### src/rtl/pc_fetch_pkg.sv
// Shared types and default constants for the fetch-PC controller.
// Consumed by pc_fetch_ctrl and fetch_halt_fsm.
package pc_fetch_pkg;

  localparam int PC_W = 32;

  localparam logic [PC_W-1:0] DEFAULT_RESET_PC     = 32'h0000_0000;
  localparam int              DEFAULT_PC_STEP      = 4;
  localparam int              DEFAULT_DRAIN_CYCLES = 3;

  // Low address bits that must be zero for a word-aligned fetch target.
  localparam logic [PC_W-1:0] PC_ALIGN_MASK = 32'h0000_0003;

  typedef enum logic [1:0] {
    ST_RUN     = 2'b00,
    ST_HALTING = 2'b01,
    ST_HALTED  = 2'b10
  } fetch_state_e;

  // $clog2(cycles+1) collapses to zero bits when cycles==0; keep one bit.
  function automatic int drain_cnt_w(input int cycles);
    return (cycles > 0) ? $clog2(cycles + 1) : 1;
  endfunction

endpackage

### src/rtl/fetch_halt_fsm.sv
// RUN / HALTING / HALTED sequencer with the pipeline drain counter.
// Once HALTED, only reset brings the controller back to RUN.
module fetch_halt_fsm
  import pc_fetch_pkg::*;
#(
  parameter int DRAIN_CYCLES = DEFAULT_DRAIN_CYCLES
) (
  input  logic         clk,
  input  logic         rst,
  input  logic         halt_req,
  input  logic         stall,
  output fetch_state_e state,
  output logic         halted
);

  localparam int               CNT_W    = drain_cnt_w(DRAIN_CYCLES);
  localparam logic [CNT_W-1:0] CNT_LOAD = CNT_W'((DRAIN_CYCLES > 0) ? DRAIN_CYCLES - 1 : 0);

  fetch_state_e     state_q, state_d;
  logic [CNT_W-1:0] cnt_q,   cnt_d;

  always_comb begin
    // NOTE: every combinational output gets a default first so no path leaves it unassigned (no latches).
    state_d = state_q;
    cnt_d   = cnt_q;
    unique case (state_q)
      ST_RUN: begin
        if (halt_req && !stall) begin
          if (DRAIN_CYCLES == 0) begin
            state_d = ST_HALTED;
          end else begin
            state_d = ST_HALTING;
            cnt_d   = CNT_LOAD;
          end
        end
      end
      // Drain proceeds even while the pipeline is stalled.
      ST_HALTING: begin
        if (cnt_q == '0) state_d = ST_HALTED;
        else             cnt_d   = cnt_q - 1'b1;
      end
      default: state_d = ST_HALTED;
    endcase
  end

  // NOTE: sequential state uses non-blocking assignments so every flop samples pre-edge values.
  always_ff @(posedge clk or negedge rst) begin
    if (!rst) begin
      state_q <= ST_RUN;
      cnt_q   <= '0;
    end else begin
      state_q <= state_d;
      cnt_q   <= cnt_d;
    end
  end

  assign state  = state_q;
  assign halted = (state_q == ST_HALTED);

endmodule

### src/rtl/pc_fetch_ctrl.sv
// Fetch-PC controller: sequential fetch, branch redirect/squash, halt drain.
// Optional PC_ALIGN_CHECK_EN: misaligned redirect targets raise a sticky fault and halt.
module pc_fetch_ctrl
  import pc_fetch_pkg::*;
#(
  parameter logic [PC_W-1:0] RESET_PC     = DEFAULT_RESET_PC,
  parameter int              PC_STEP      = DEFAULT_PC_STEP,
  parameter int              DRAIN_CYCLES = DEFAULT_DRAIN_CYCLES
) (
  input  logic            clk,
  input  logic            rst,
  input  logic            stall,
  input  logic            branch_taken,
  input  logic [PC_W-1:0] new_pc,
  input  logic            dont_squash_dec_in,
  input  logic            dont_squash_exec_in,
  input  logic            halt_proc,
  output logic [PC_W-1:0] fetch_pc,
  output logic [PC_W-1:0] inst_pc,
  output logic            inst_valid,
  output logic            branch_squash,
  output logic            dont_squash_dec,
  output logic            dont_squash_exec,
  output logic            halted,
  output logic            misalign_fault
);

  fetch_state_e    state;
  logic            run_go;
  logic            redirect;
  logic            misaligned;
  logic [PC_W-1:0] redirect_target;

  logic [PC_W-1:0] fetch_pc_q,   fetch_pc_d;
  logic [PC_W-1:0] inst_pc_q,    inst_pc_d;
  logic            inst_valid_q, inst_valid_d;

  // A simultaneous halt request beats the branch.
  assign run_go          = (state == ST_RUN) && !stall;
  assign redirect        = run_go && branch_taken && !halt_proc;
  assign redirect_target = new_pc & ~PC_ALIGN_MASK;

  assign branch_squash    = redirect;
  assign dont_squash_dec  = dont_squash_dec_in  & redirect;
  assign dont_squash_exec = dont_squash_exec_in & redirect;

`ifdef PC_ALIGN_CHECK_EN
  logic misalign_fault_q, misalign_fault_d;

  assign misaligned       = redirect && ((new_pc & PC_ALIGN_MASK) != '0);
  assign misalign_fault_d = misalign_fault_q | misaligned;

  always_ff @(posedge clk or negedge rst) begin
    if (!rst) misalign_fault_q <= 1'b0;
    else      misalign_fault_q <= misalign_fault_d;
  end

  assign misalign_fault = misalign_fault_q;
`else
  assign misaligned     = 1'b0;
  assign misalign_fault = 1'b0;
`endif

  fetch_halt_fsm #(
    .DRAIN_CYCLES(DRAIN_CYCLES)
  ) u_halt_fsm (
    .clk     (clk),
    .rst     (rst),
    .halt_req(halt_proc | misaligned),
    .stall   (stall),
    .state   (state),
    .halted  (halted)
  );

  always_comb begin
    fetch_pc_d   = fetch_pc_q;
    inst_pc_d    = inst_pc_q;
    inst_valid_d = inst_valid_q;
    if (state != ST_RUN) begin
      inst_valid_d = 1'b0;
    end else if (run_go) begin
      if (halt_proc || misaligned) begin
        inst_valid_d = 1'b0;
      end else if (redirect) begin
        // The instruction fetched this cycle is wrong-path: capture it as a bubble.
        fetch_pc_d   = redirect_target;
        inst_pc_d    = fetch_pc_q;
        inst_valid_d = 1'b0;
      end else begin
        fetch_pc_d   = fetch_pc_q + PC_W'(PC_STEP);
        inst_pc_d    = fetch_pc_q;
        inst_valid_d = 1'b1;
      end
    end
  end

  always_ff @(posedge clk or negedge rst) begin
    if (!rst) begin
      fetch_pc_q   <= RESET_PC;
      inst_pc_q    <= RESET_PC;
      inst_valid_q <= 1'b0;
    end else begin
      fetch_pc_q   <= fetch_pc_d;
      inst_pc_q    <= inst_pc_d;
      inst_valid_q <= inst_valid_d;
    end
  end

  assign fetch_pc   = fetch_pc_q;
  assign inst_pc    = inst_pc_q;
  assign inst_valid = inst_valid_q;

endmodule

### config.mk
export PLATFORM = sky130hd
export DESIGN_NAME = pc_fetch_ctrl
export DESIGN_NICKNAME = d
export VERILOG_FILES = /design/src/rtl/pc_fetch_pkg.sv /design/src/rtl/fetch_halt_fsm.sv /design/src/rtl/pc_fetch_ctrl.sv
export SDC_FILE = /design/constraint.sdc
export NUM_CORES = 1
export LEC_CHECK = 0
export CAP_MARGIN = 10
export CORE_ASPECT_RATIO = 1.25
export CORE_MARGIN = 4
export CORE_UTILIZATION = 50
export CTS_CLUSTER_DIAMETER = 80
export DETAILED_ROUTE_END_ITERATION = 7
export PLACE_DENSITY_LB_ADDON = 0.1
export SLEW_MARGIN = 10
export SYNTH_ARGS = -nofsm -noshare
export SYNTH_HDL_FRONTEND = slang
export SYNTH_HIERARCHICAL = 1
export SYNTH_SLANG_ARGS = --single-unit
### constraint.sdc
create_clock -name clk -period 5.7 [get_ports clk]
set_clock_uncertainty 0.15 [all_clocks]
set_input_delay 0.57 -clock clk [delete_from_list [all_inputs] [get_ports clk]]
set_output_delay 0.57 -clock clk [all_outputs]
set_load 0.1 [all_outputs]
==> results.sh <==
export IMPL_status="finished clean"
export IMPL_cts_buffers=9
export IMPL_synth_edff_count=0
export IMPL_clock_path_buffers=2
export IMPL_clk_insertion_delay_late_ps=340
export IMPL_synthToLayoutAreaGrowth_pct=36.1
export IMPL_vias=3276
export IMPL_fill_cells=536
export IMPL_slew_limit_headroom_pct=32.9
export IMPL_criticalPathCategory="in -> out"
export IMPL_dr_pass1_iters=5
export IMPL_die_area_sq_um=8170
export IMPL_synthFlopType="dfrtp_1"
export IMPL_timing_final_hold_violations=0
export IMPL_gp_congestion=0.853
export IMPL_drtIter0Drc=279
export IMPL_grt_overflow=0
export IMPL_multi_input_area_sq_um=1610
export IMPL_setup_viol=0
export IMPL_synth_cell_types=50
export IMPL_async_flop_share_pct=100
export IMPL_antennaDiodeCount=0
export IMPL_hold_class="in -> async"
export IMPL_clk_pin_slew_ps=70
export IMPL_wire_per_inst_microns=15.7
export IMPL_place_area_sq_um=4420
export IMPL_rsz0062_at_grt="false"
export IMPL_cts_hold_buffers_added=0
export IMPL_cp_max_fo=29
export IMPL_start_util_pct=51.7
export IMPL_required_ps=4980
export IMPL_cts_root_buf="clkbuf_8"
export IMPL_worstPathArrival_ps=3230
export IMPL_cts_setup_buffers=0
export IMPL_tightest_slew_ps=1000
export IMPL_worst_slack_ps=1750
export IMPL_dp_cells=565
export IMPL_core_area_sq_um=6570
export IMPL_ys_ff_latch=65
export IMPL_period_minus_slack_ps=3950
export IMPL_grt_pass1_vias=3126
export IMPL_grt_first_pass_wirelength_mm=15.3
export IMPL_syn_inst=400
export IMPL_synth_top_cell_area_share_pct=48.0
export IMPL_synth_warnings=6
export IMPL_ctsResizeCount=0
export IMPL_postRouteAntennaNets=0
export IMPL_seq_area_frac_synth_pct=48.0
export IMPL_end_kind="output pin"
export IMPL_grt_max_degree=66
export IMPL_die_h_microns=100
export IMPL_dieWidth_microns=81.7
export IMPL_grt_usage_pct=23.9
export IMPL_min_period_over_period_pct=69.2
export IMPL_synth_area_top_cells="dfrtp_1 (48%), nand2_1 (12%), o21ai_0 (4.4%), a21oi_1 (3.8%), clkbuf_1 (2.8%)"
export IMPL_h_tree_depth=3
export IMPL_ioPinCount=109
export IMPL_wirelength_mm=9.13
export IMPL_max_cap_viol_count=0
export IMPL_antenna_found_initial=0
export IMPL_cts_tree="yes"
export IMPL_nNetsFinal=530
export IMPL_avgViaCountPerCell=5.65
export IMPL_final_area_sq_um=4620
export IMPL_dp_slack_ps=1750
export IMPL_avgSynthCellArea_sq_um=8.48
export IMPL_rows=33
export IMPL_layout_cells_non_filler=580
export IMPL_cts_sinks=65
export IMPL_timing_fmax_ghz=0.253
export IMPL_drive_gt1_share_pct=6.69
export IMPL_report_final_slew_viol_count=0
export IMPL_register_area_sq_um=1630
export IMPL_start_kind="input pin"
export IMPL_route_detailed_drc=0
export IMPL_portBuffers=101
export IMPL_synth_area_leader_cell="dfrtp_1"
export IMPL_dp_hpwl_mm=6.21
export IMPL_synth_area_sq_um=3390
export IMPL_setup_tns_ps=0
[sequential cells by signal, indices dropped and copies added (netlist names)]
signal,flops
inst_pc,30
u_halt_fsm/cnt_q,2
fetch_pc,30
inst_valid,1
u_halt_fsm/state,2
[layout by cell type (no fill, tap or decap), types with 4 or more instances in the layout]
| master | Yosys | final |
|---|---|---|
| o21a_1 | 4 | 4 |
| a21oi_1 | 26 | 26 |
| nand3_1 | 10 | 10 |
| clkbuf_8 | 0 | 11 |
| conb_1 | 1 | 5 |
| a2bb2oi_1 | 4 | 4 |
| o21ai_0 | 30 | 30 |
| inv_1 | 7 | 7 |
| nand2_1 | 107 | 107 |
| or3_1 | 5 | 5 |
| nor4_1 | 7 | 7 |
| a211oi_1 | 6 | 6 |
| o2bb2ai_1 | 4 | 4 |
| a31oi_1 | 6 | 6 |
| buf_4 | 5 | 4 |
| nor3_1 | 18 | 18 |
| o22a_1 | 4 | 4 |
| clkdlybuf4s50_1 | 0 | 99 |
| and4_1 | 4 | 4 |
| nor2_1 | 15 | 15 |
| dfrtp_1 | 65 | 65 |
| and3_1 | 4 | 4 |
[layout make-up]
class	instances	share of cell area, %
multi-input combinational	300	34.9
sequential	65	35.2
inverter	8	0.949
tap	87	2.36
clock buffer	12	3.36
clock inverter	3	0.867
timing repair buffer	105	22.3
[worst paths after layout]
check                               startpoint             to  slack, ps  cells after the start
max                                  halt_proc  branch_squash       1750                      6
min                                        rst     inst_pc[5]        260                      2
max reg2reg                u_halt_fsm/state[0]   fetch_pc[22]       3070                      5
min reg2reg                        inst_pc[22]    inst_pc[22]        320                      2
max in group asynchronous                  rst     inst_valid       4620                      2
min in group clk                   inst_pc[22]    inst_pc[22]        320                      2
[worst max-delay path: stages]
cell	delay [ps]
clkdlybuf4s50_1	490
nor4_4	310
buf_4	330
nand2_1	140
inv_1	210
clkdlybuf4s50_1	1160
[layer usage]
metal	up-vias	routed length, microns	GRT usage, %
li1	1581	-	-
met1	1547	3910	33.6
met2	132	4490	36.4
met3	16	569	3.68
met4	0	169	10.5
met5	-	0	0
[metrics by stage]
| step | hold WS [ps] | util, % |
|---|---|---|
| global placement | 307 | 67.3 |
| finish | 258 | 70.3 |
| CTS | 282 | 70.3 |
| global route | 328 | 70.3 |
| detailed placement | 312 | 67.3 |
| floorplan | 124 | - |
[kinds of logic after synthesis]
kind of cell	after synthesis	synth area share [%]
AOI/OAI and AO/OA	98	18.1
adders and majority gates	2	0.738
buffers and inverters	39	5.31
DFF	65	48.0
muxes	2	0.590
other	1	0.111
and+or+nand+nor	193	27.2
[synth_stat cells, types with 2 or more instances]
cell,n
nand2_1,107
dfrtp_1,65
o21ai_0,30
a21oi_1,26
clkbuf_1,25
nor3_1,18
nor2_1,15
nand3_1,10
inv_1,7
nor4_1,7
a211oi_1,6
a31oi_1,6
buf_4,5
or3_1,5
a2bb2oi_1,4
and3_1,4
and4_1,4
o21a_1,4
o22a_1,4
o2bb2ai_1,4
or4_1,3
a22oi_1,2
and3_2,2
ha_1,2
mux2i_1,2
nand3b_1,2
nand4_1,2
nand4_2,2
nor2b_1,2
o22ai_1,2
o311a_1,2
o32ai_1,2
or4_4,2
Power is left out: the tool's default activity adds up to more than one toggle a clock period on the data nets, which glitch-free logic cannot reach.
